$ cat src/rtl/ntt_stage_sequencer.sv
// ============================================================================
// Module  : ntt_stage_sequencer
// Brief   : Sequences CT/GS butterfly stages over an in-place coefficient RAM.
// Revision: 1.0
// ============================================================================
`default_nettype none

module ntt_stage_sequencer #(
    parameter int DATA_WIDTH = 32,
    parameter int LOG_N      = 8,
    parameter int BU_LATENCY = 3
) (
    input  logic                  clk_i,
    input  logic                  reset_ni,
    input  logic                  start_i,
    input  logic                  mode_i,
    output logic                  busy_o,
    output logic                  done_o,
    output logic                  rd_en_o,
    output logic [LOG_N-1:0]      rd_addr1_o,
    output logic [LOG_N-1:0]      rd_addr2_o,
    output logic [LOG_N-1:0]      zeta_idx_o,
    input  logic [DATA_WIDTH-1:0] rd_data1_i,
    input  logic [DATA_WIDTH-1:0] rd_data2_i,
    input  logic [DATA_WIDTH-1:0] zeta_i,
    output logic                  bu_valid_o,
    output logic [DATA_WIDTH-1:0] bu_rs1_o,
    output logic [DATA_WIDTH-1:0] bu_rs2_o,
    output logic [DATA_WIDTH-1:0] bu_w_o,
    input  logic [DATA_WIDTH-1:0] bu_rs1_i,
    input  logic [DATA_WIDTH-1:0] bu_rs2_i,
    output logic                  wr_en_o,
    output logic [LOG_N-1:0]      wr_addr1_o,
    output logic [LOG_N-1:0]      wr_addr2_o,
    output logic [DATA_WIDTH-1:0] wr_data1_o,
    output logic [DATA_WIDTH-1:0] wr_data2_o
);

    typedef enum logic [1:0] {
        S_IDLE  = 2'd0,
        S_ISSUE = 2'd1,
        S_DRAIN = 2'd2
    } state_t;

    localparam logic [LOG_N-1:0] c_one  = LOG_N'(1);
    localparam logic [LOG_N-1:0] c_last = LOG_N'(LOG_N - 1);
    localparam logic [LOG_N-1:0] c_half = LOG_N'(1) << (LOG_N - 1);

    state_t           state_q;
    logic [LOG_N-1:0] s_q;
    logic [LOG_N-1:0] j_q;
    logic             mode_q;
    logic             busy_q;
    logic             done_q;
    logic             rd_en_q;
    logic [LOG_N-1:0] rd_addr1_q;
    logic [LOG_N-1:0] rd_addr2_q;
    logic [LOG_N-1:0] zeta_idx_q;

    logic [BU_LATENCY:0]            vld_pipe_q;
    logic [BU_LATENCY:0][LOG_N-1:0] wa1_pipe_q;
    logic [BU_LATENCY:0][LOG_N-1:0] wa2_pipe_q;

    logic [LOG_N-1:0] sel_s;
    logic [LOG_N-1:0] sel_j;
    logic             sel_mode;
    logic [LOG_N-1:0] sh;
    logic [LOG_N-1:0] len;
    logic [LOG_N-1:0] grp;
    logic [LOG_N-1:0] off;
    logic [LOG_N-1:0] addr1_d;
    logic [LOG_N-1:0] addr2_d;
    logic [LOG_N-1:0] zeta_d;
    logic             last_wr;

    // Address of the butterfly about to be issued; sh = log2(len) for both orderings.
    always_comb begin
        sel_s    = '0;
        sel_j    = '0;
        sel_mode = mode_q;
        case (state_q)
            S_IDLE:  sel_mode = mode_i;
            S_ISSUE: begin
                sel_s = s_q;
                sel_j = j_q;
            end
            S_DRAIN: sel_s = s_q + c_one;
            default: sel_s = '0;
        endcase
        sh      = sel_mode ? (c_last - sel_s) : sel_s;
        len     = c_one << sh;
        grp     = sel_j >> sh;
        off     = sel_j & (len - c_one);
        addr1_d = (grp << (sh + c_one)) | off;
        addr2_d = addr1_d | len;
        zeta_d  = (c_one << (c_last - sh)) + grp;
    end

    assign last_wr = vld_pipe_q[BU_LATENCY] && !(|vld_pipe_q[BU_LATENCY-1:0]);

    always_ff @(posedge clk_i) begin
        if (!reset_ni) begin
            state_q    <= S_IDLE;
            s_q        <= '0;
            j_q        <= '0;
            mode_q     <= 1'b0;
            busy_q     <= 1'b0;
            done_q     <= 1'b0;
            rd_en_q    <= 1'b0;
            rd_addr1_q <= '0;
            rd_addr2_q <= '0;
            zeta_idx_q <= '0;
        end else begin
            done_q  <= 1'b0;
            rd_en_q <= 1'b0;
            case (state_q)
                S_IDLE: begin
                    if (start_i) begin
                        mode_q     <= mode_i;
                        s_q        <= '0;
                        j_q        <= c_one;
                        busy_q     <= 1'b1;
                        rd_en_q    <= 1'b1;
                        rd_addr1_q <= addr1_d;
                        rd_addr2_q <= addr2_d;
                        zeta_idx_q <= zeta_d;
                        state_q    <= S_ISSUE;
                    end
                end
                S_ISSUE: begin
                    if (j_q == c_half) begin
                        state_q <= S_DRAIN;
                    end else begin
                        j_q        <= j_q + c_one;
                        rd_en_q    <= 1'b1;
                        rd_addr1_q <= addr1_d;
                        rd_addr2_q <= addr2_d;
                        zeta_idx_q <= zeta_d;
                    end
                end
                S_DRAIN: begin
                    // Next stage may only read once its producer stage has fully written back.
                    if (last_wr) begin
                        if (s_q == c_last) begin
                            busy_q  <= 1'b0;
                            done_q  <= 1'b1;
                            state_q <= S_IDLE;
                        end else begin
                            s_q        <= s_q + c_one;
                            j_q        <= c_one;
                            rd_en_q    <= 1'b1;
                            rd_addr1_q <= addr1_d;
                            rd_addr2_q <= addr2_d;
                            zeta_idx_q <= zeta_d;
                            state_q    <= S_ISSUE;
                        end
                    end
                end
                default: state_q <= S_IDLE;
            endcase
        end
    end

    always_ff @(posedge clk_i) begin
        if (!reset_ni) begin
            vld_pipe_q <= '0;
            wa1_pipe_q <= '0;
            wa2_pipe_q <= '0;
        end else begin
            vld_pipe_q <= {vld_pipe_q[BU_LATENCY-1:0], rd_en_q};
            wa1_pipe_q <= {wa1_pipe_q[BU_LATENCY-1:0], rd_addr1_q};
            wa2_pipe_q <= {wa2_pipe_q[BU_LATENCY-1:0], rd_addr2_q};
        end
    end

    assign busy_o     = busy_q;
    assign done_o     = done_q;
    assign rd_en_o    = rd_en_q;
    assign rd_addr1_o = rd_addr1_q;
    assign rd_addr2_o = rd_addr2_q;
    assign zeta_idx_o = zeta_idx_q;
    assign bu_valid_o = vld_pipe_q[0];
    assign bu_rs1_o   = rd_data1_i;
    assign bu_rs2_o   = rd_data2_i;
    assign bu_w_o     = zeta_i;
    assign wr_en_o    = vld_pipe_q[BU_LATENCY];
    assign wr_addr1_o = wa1_pipe_q[BU_LATENCY];
    assign wr_addr2_o = wa2_pipe_q[BU_LATENCY];
    assign wr_data1_o = bu_rs1_i;
    assign wr_data2_o = bu_rs2_i;

endmodule

`default_nettype wire

$ cat config.mk
export PLATFORM = sky130hd
export DESIGN_NAME = ntt_stage_sequencer
export DESIGN_NICKNAME = d
export VERILOG_FILES = /design/src/rtl/ntt_stage_sequencer.sv
export SDC_FILE = /design/constraint.sdc
export NUM_CORES = 1
export LEC_CHECK = 0
export ABC_AREA = 1
export CORE_MARGIN = 3
export CORE_UTILIZATION = 36
export DETAILED_ROUTE_END_ITERATION = 10
export PLACE_DENSITY = 0.89
export SLEW_MARGIN = 20
export SYNTH_ARGS = -nofsm -noshare
export SYNTH_HDL_FRONTEND = slang
export SYNTH_SLANG_ARGS = --single-unit
export TNS_END_PERCENT = 50
$ cat constraint.sdc
create_clock -name clk_i -period 3.78 [get_ports clk_i]
set_input_delay 0.756 -clock clk_i [delete_from_list [all_inputs] [get_ports clk_i]]
set_output_delay 0.756 -clock clk_i [all_outputs]
set_load 0.05 [all_outputs]
==> metrics, run 1 <==
Worst Setup Start Kind=flip-flop; total via count after detailed routing=approximately 5900; pin count of the biggest net entering global routing=slightly below 90; VDD IR max=around 0.0005 V; post-DP HPWL=~19000 um; CTS Sinks=about 110; portion of total power attributed to sequential cells=a little under a fifth; number of design-rule violations left by the first detailed-router iteration=494; final core utilization=~42%; total setup violations reported at the end of the flow=2; switching share of power=~47%; clk_skew=about 0.0084 ns; Cell Count, Final, Fillers Out=between 1000 and 1500; vertical die dimension=approximately 150 um; flip-flop and latch count after synthesis=114; power density relative to cell area=roughly 1100 nW/um2; Setup crit start=s_q[2]; Worst Setup End Kind=flip-flop; sequential area share after synthesis=32.48%; Design Power=0.008492 W; H-tree level count=4; first-pass detailed-route iteration total=6; fraction of layout cells with a size suffix above 1=between 20 and 30%; Area Overhead vs Synth=14.51%; reg-to-reg slack, setup=-0.05 ns; Synth cell types=48; crit path DAT=4.13 ns; buffer levels on the longest clock path=2; count of endpoints failing hold in the final timing report=0; DRC violations left=0; net total in the final layout=approximately 1100; worst min-delay path category=flip-flop to flip-flop; GRT Util Overall=between 20 and 25%; cells on worst reg2reg path=27; share of synthesized registers carrying an async set or reset=0%; core box area=roughly 19000 um2; via count of the first global-routing pass=5645; CTS Buf Count=17; required time of the critical path=4.08 ns; summed instance area of the synthesized netlist=7027 um2; mean instance size in the synthesized netlist=between 7 and 8 um2; Synth Flop Type=dfxtp_1; number of filler instances in the final layout=roughly 1800; RePlAce Congestion=between 0.9 and 1; Congestion Overflow GR=0; initial core utilization=37.07%; RR Startpoint=s_q[2]; cell count after synthesis=between 900 and 1000; Vias per Instance=4.846; net switching power=0.003986 W; top-area cell type share of the netlist area=approximately a third; clock latency on the worst-skew pair=~0.42 ns; Hold Crit Endpoint=wa1_pipe_q[16]; terminus of the critical flop-to-flop path=zeta_idx_o[4]; number of max-slew violations in the final report=0; Hold Buf Count CTS=0; footprint of the flip-flops and latches=between 2000 and 2500 um2; RSZ-0062 raised after global routing=true; Post-Syn Nets=around 1200; clock tree from TritonCTS=done; antenna violations before repair=0; outcome=finished, violations left; min setup slack post-route=-0.04850 ns; worst slew margin relative to its limit=between 40% and 50%; MaxCap Viol Count=0; Post-synth EDFFs=0; buffer cell driving the clock tree root=clkbuf_16; number of I/O port buffers=48; first-pass GRT wire length=roughly 36000 um; combinational fraction of design power=between 60 and 70%; clock transition at the registers of the reported paths=0.06 ns; area of the die=roughly 21000 um2; hold wc startpoint=wa1_pipe_q[8]; detail-routed net length per standard cell=20.52 um; largest driver fanout on the critical path=8; post-detailed-route count of antenna-violating nets=0; Worst Tran Pin Value=0.8126 ns; clock period minus final worst setup slack=3.829 ns; static leakage=4.042 nW; total number of placement rows=50; area of all placed cells without fillers=slightly above 8000 um2; WHS Path Cells=2; number of cells in the design after placement=1159; maximum clock frequency=0.2612 GHz; class of the most critical setup path=flip-flop to flip-flop; final WL=approximately 25000 um; share of power burned in the clock network=about a fifth; ranking of synthesized cells by area=dfxtp_1 (32%), buf_4 (20%), nand2_1 (10%); top cell type by total area after synthesis=dfxtp_1; violations in the final reports=negative setup slack; number of warnings printed during yosys synthesis=0; area taken by multi-input logic gates=approximately 3100 um2; number of antenna cells inserted=0; standard cell area after detailed placement=6962 um2; cell internal power dissipation=between 0.004 and 0.005 W; Final period util=101.3%; top-level port count=369; Die X-Extent=around 150 um
[synth_stat cells, types with 2 or more instances]
master,count
nand2_1,187
buf_4,183
inv_1,132
dfxtp_1,114
nor2_1,65
nand3_1,61
a21oi_1,43
o21ai_0,36
ha_1,19
nand3_2,16
nand4_1,12
inv_2,11
clkbuf_1,10
nand2_2,10
nor3_1,8
nor2_4,6
xor2_1,5
xnor2_1,4
buf_1,3
buf_6,3
clkinv_1,3
nor2_2,3
nor4_1,3
o21ai_1,3
a211oi_1,2
a31oi_1,2
and3_1,2
nand2_4,2
nand3b_1,2
nor3_2,2
o21ai_2,2
o21ai_4,2
[cells in the final DEF, fill, tap and decap left out, types with 4 or more instances in the layout]
| cell type | synthesis | final |
|---|---|---|
| nand2_1 | 187 | 166 |
| inv_1 | 132 | 129 |
| dfxtp_1 | 114 | 109 |
| buf_4 | 183 | 96 |
| nor2_1 | 65 | 59 |
| nand3_1 | 61 | 49 |
| clkdlybuf4s50_1 | 0 | 47 |
| a21oi_1 | 43 | 39 |
| o21ai_0 | 36 | 32 |
| nand2_2 | 10 | 30 |
| nand3_2 | 16 | 28 |
| clkbuf_16 | 0 | 17 |
| inv_2 | 11 | 14 |
| nand4_1 | 12 | 12 |
| nor2_4 | 6 | 10 |
| ha_1 | 19 | 10 |
| nor3_1 | 8 | 8 |
| ha_4 | 0 | 8 |
| o21ai_1 | 3 | 6 |
| nor2_2 | 3 | 5 |
| inv_6 | 0 | 5 |
| a21oi_2 | 1 | 4 |
| clkinvlp_4 | 0 | 4 |
| buf_6 | 3 | 4 |
[final cells by class]
class / instances / area share, %
inverters: 147 / 6.951
clock inverters: 15 / 1.850
clock buffers: 17 / 5.287
well taps: 260 / 4.043
multi-input cells: 510 / 37.94
flip-flops and latches: 114 / 28.50
repair buffers: 148 / 15.43
[logic make-up after synthesis]
group                      after synthesis  share of synthesized area [%]
xor gates and xnor gates                12                          1.977
AOI/OAI and AO/OA                       96                          7.675
adders and majority gates               20                          3.668
and+or+nand+nor                        382                          25.37
DFF                                    114                          32.48
buffers and inverters                  348                          28.83
[routing by layer]
metal,routed length [um],global-route usage (%),vias up,part of all wire (%)
met1,8435,22.01,2649,34
met3,4772,19.87,48,19
met5,0,1.364,-,0
met4,436,4.986,0,1.8
met2,11210,34.52,390,45
li1,-,-,2782,-
[worst max-delay path: stages (launching register included)]
cell and delay (ns):
dfxtp_1 0.45, nand3_2 0.12, nand2_1 0.09, nand3_2 0.11, nand2_2 0.12, nand2_2 0.08, ha_4 0.18, nor2_4 0.10
nand3b_1 0.12, nand2_2 0.08, nor2_4 0.12, nand3_2 0.10, nor2_4 0.24, nand2_2 0.14, nand2_2 0.09, buf_4 0.11
nand3_2 0.07, nand3_2 0.09, nand2_1 0.06, inv_1 0.06, ha_2 0.20, fa_2 0.25, a31oi_4 0.10, buf_4 0.14
buf_4 0.12, buf_4 0.13, xor2_2 0.14, a21oi_1 0.08
[power groups by stage]
| stage | Sequential, W | Clock, W | Combinational (W) |
|---|---|---|---|
| after floorplan | 0.00188 | 0 | 0.00307 |
| final | 0.00156 | 0.00158 | 0.00536 |
| after detailed placement | 0.00156 | 0 | 0.00462 |
| after CTS | 0.00155 | 0.00159 | 0.00482 |
| after global placement | 0.00156 | 0 | 0.00458 |
| after global routing | 0.00158 | 0.00166 | 0.00581 |
[through the flow]
| step | TNS, ns | setup slack, ns | hold slack (ns) |
|---|---|---|---|
| 2_1_floorplan | 0 | 0.08186 | 0.3905 |
| 3_3_place_gp | -1.373 | -0.2853 | 0.3939 |
| 3_5_place_dp | -2.409 | -0.4515 | 0.3983 |
| 4_1_cts | 0 | 0.01110 | 0.4090 |
| 5_1_grt | -0.9631 | -0.2973 | 0.4180 |
| 6_report | -0.07698 | -0.04850 | 0.4085 |
[flip-flops by register name (all words and copies together), names as in the netlist]
name / count
wr_addr2_o: 8
rd_en_o: 1
busy_o: 1
wr_addr1_o: 8
j_q: 8
done_o: 1
wa2_pipe_q: 24
s_q: 8
rd_addr2_o: 8
vld_pipe_q: 4
wa1_pipe_q: 24
mode_q: 1
state_q: 2
rd_addr1_o: 8
zeta_idx_o: 8
[how the worst max path moves through the flow]
stage | to | slack (ns)
floorplan | zeta_idx_o[7] | 0.08
global placement | zeta_idx_o[7] | -0.29
detailed placement | zeta_idx_o[7] | -0.45
CTS | zeta_idx_o[7] | 0.01
global route | zeta_idx_o[7] | -0.30
finish | zeta_idx_o[4] | -0.05
[what timing repair did]
| item | 4_1_cts | 5_1_grt |
|---|---|---|
| pin swaps | 14 | 38 |
| endpoints found under the setup margin | 3 | 11 |
| resized for setup | 22 | 68 |
| setup buffers | 11 | 11 |
Power figures use the tool's default switching activity.
==> run 2: changes to the inputs <==
- CORE_ASPECT_RATIO: not set -> 0.6
- GPL_TIMING_DRIVEN: not set -> 0
==> metrics, run 2 (synthesis gave the netlist of run 1 again) <==
outcome=finished, violations left; violations in the final reports=negative setup slack; pin count of the biggest net entering global routing=17 (-80%); post-DP HPWL=17970 um (-6.0%); power density relative to cell area=835.9 nW/um2 (-21%); H-tree level count=4 (unchanged); standard cell area after detailed placement=9434 um2 (+36%); number of filler instances in the final layout=1451 (-20%); Die X-Extent=186.4 um (+28%); clk_skew=0.01171 ns (+0.003286 ns); Area Overhead vs Synth=56.53%; largest driver fanout on the critical path=5 (-3); clock period minus final worst setup slack=4.053 ns (+0.2245 ns); CTS Sinks=114 (unchanged); count of endpoints failing hold in the final timing report=0 (unchanged); RePlAce Congestion=0.9629 (+1.8%); RR Startpoint=state_q[1]; buffer levels on the longest clock path=2 (unchanged); initial core utilization=37.80% (+0.73 points); worst slew margin relative to its limit=56.28% (+10 points); final WL=25150 um (+1.2%); hold wc startpoint=wa2_pipe_q[8]; clock transition at the registers of the reported paths=0.06 ns (about the same); GRT Util Overall=21.04% (-1.1 points); cells on worst reg2reg path=29 (+7.4%); total via count after detailed routing=7326 (+25%); total setup violations reported at the end of the flow=2 (unchanged); antenna violations before repair=0 (unchanged); Hold Crit Endpoint=wa2_pipe_q[16]; most common cell after layout, fill and taps aside=buf_4; reg-to-reg slack, setup=-0.27 ns (-0.22 ns); number of I/O port buffers=208 (+330%); Max stage delay on crit path=0.37 ns (-0.08 ns); static leakage=5.446 nW (+35%); number of antenna cells inserted=0 (unchanged); required time of the critical path=4.09 ns (about the same); Worst Setup Start Kind=flip-flop; class of the most critical setup path=flip-flop to flip-flop; number of design-rule violations left by the first detailed-router iteration=823 (+67%); min setup slack post-route=-0.2731 ns (-0.2245 ns); clock latency on the worst-skew pair=0.42 ns (about the same); net total in the final layout=1441 (+28%); DRC violations left=0 (unchanged); via count of the first global-routing pass=6816 (+21%); maximum clock frequency=0.2467 GHz (-5.5%); CTS Buf Count=17 (unchanged); total number of placement rows=38 (-24%); vertical die dimension=114.2 um (-22%); area of all placed cells without fillers=11000 um2 (+37%); MaxCap Viol Count=0 (unchanged); top-level port count=369 (unchanged); first-pass GRT wire length=36000 um (+0.64%); first-pass detailed-route iteration total=6 (unchanged); VDD IR max=0.0005614 V (+13%); Hold Buf Count CTS=0 (unchanged); WHS Path Cells=2 (unchanged); final core utilization=59.17% (+17 points); biggest regs=wa1_pipe_q x24, wa2_pipe_q x24; Worst Tran Pin Value=0.6559 ns (-0.1567 ns); highest-delay cell along the critical path=dfxtp_4; commonest cells after routing, fill and taps aside=buf_4 (237), clkdlybuf4s50_1 (207), nand2_1 (163), inv_1 (126), dfxtp_1 (110); Final period util=107.2% (+5.9 points); clock tree from TritonCTS=done; Vias per Instance=4.788 (-1.2%); RSZ-0062 raised after global routing=true; core box area=18590 um2 (-1.9%); area of the die=21290 um2 (+0.26%); buffer cell driving the clock tree root=clkbuf_16; crit path DAT=4.36 ns (+0.23 ns); terminus of the critical flop-to-flop path=zeta_idx_o[7]; Worst Setup End Kind=flip-flop; Congestion Overflow GR=0 (unchanged); number of max-slew violations in the final report=0 (unchanged); worst min-delay path category=flip-flop to flip-flop; detail-routed net length per standard cell=16.44 um (-20%); fraction of layout cells with a size suffix above 1=33.46% (+6.0 points); post-detailed-route count of antenna-violating nets=0 (unchanged)
## run 2: cell types whose count changed in the layout (fill, tap and decap cells not counted), moves of 5 or more
cell and change:
nand3_4 +8, clkdlybuf4s50_1 +160, buf_4 +141, inv_4 +5, clkbuf_1 +9, nand3_1 -7, nand2_4 +7
## run 2: cell type report
class / instances / area, um2 / share of cell area [%]
multi-input combinational: 511 / 3242 / 29.47
timing repair buffer: 267 / 2549 / 23.17
sequential: 114 / 2297 / 20.88
buffer: 199 / 1463 / 13.30
inverter: 147 / 579.3 / 5.267
clock buffer: 18 / 439.2 / 3.993
tap: 260 / 325.3 / 2.958
clock inverter: 14 / 105.1 / 0.9555
## run 2: worst max-delay path: cells and delay by family (launching register included)
| kind | cells | cell delay (ns) |
|---|---|---|
| AND/OR/NAND/NOR | 18 | 1.96 |
| AO/OA/AOI/OAI | 5 | 0.82 |
| flip-flops | 1 | 0.37 |
| adder cells (fa/ha/maj) | 3 | 0.52 |
| buffers and inverters | 3 | 0.23 |
## run 2: what timing repair did
item | in CTS | in global routing
resized for setup | 75 | 67
endpoints found under the setup margin | 18 | 20
pin swaps | 45 | 42
endpoints found under the hold margin | 0 | 0
buffers inserted | 41 | 19
cloned | 1 | 0
## run 2: worst max path at each step
| stage | startpoint | end |
|---|---|---|
| after floorplan | s_q[0] | zeta_idx_o[7] |
| after global placement | mode_i | zeta_idx_o[7] |
| after detailed placement | mode_i | zeta_idx_o[7] |
| after CTS | s_q[1] | zeta_idx_o[7] |
| after global routing | s_q[0] | zeta_idx_o[7] |
| final | state_q[1] | zeta_idx_o[7] |
## run 2: layer usage
metal  GRT usage (%)  wire length (um)
met5               0                 0
met4           4.429               440
met3           6.057              2742
met2           33.16             11550
met1           28.88             10420
## run 2: power by group
part           internal, W  switching (W)  total [W]  leakage (nW)
sequential         0.00143       0.000142    0.00157         0.934
clock             0.000858       0.000616    0.00147         0.256
combinational      0.00227        0.00388    0.00615          4.26
total              0.00455        0.00464    0.00919          5.45
## run 2: stage by stage
stage	cells	setup slack, ns	hold slack [ns]	TNS, ns	total power, W
after floorplan	972	0.08186	0.3905	0	0.004952
after global placement	1440	-0.7313	0.3927	-8.125	0.006108
after detailed placement	1440	-0.8167	0.3947	-8.258	0.006149
after CTS	1514	-0.01773	0.4073	-0.01773	0.008320
after global routing	1530	-0.3509	0.4261	-0.7108	0.009584
final	1530	-0.2731	0.4091	-0.3228	0.009195
==> run 3: changes to the inputs <==
- CAP_MARGIN: not set -> 30
==> results of run 3 <==
Same layout as run 2: the final DEF is identical, and so are final timing and power.
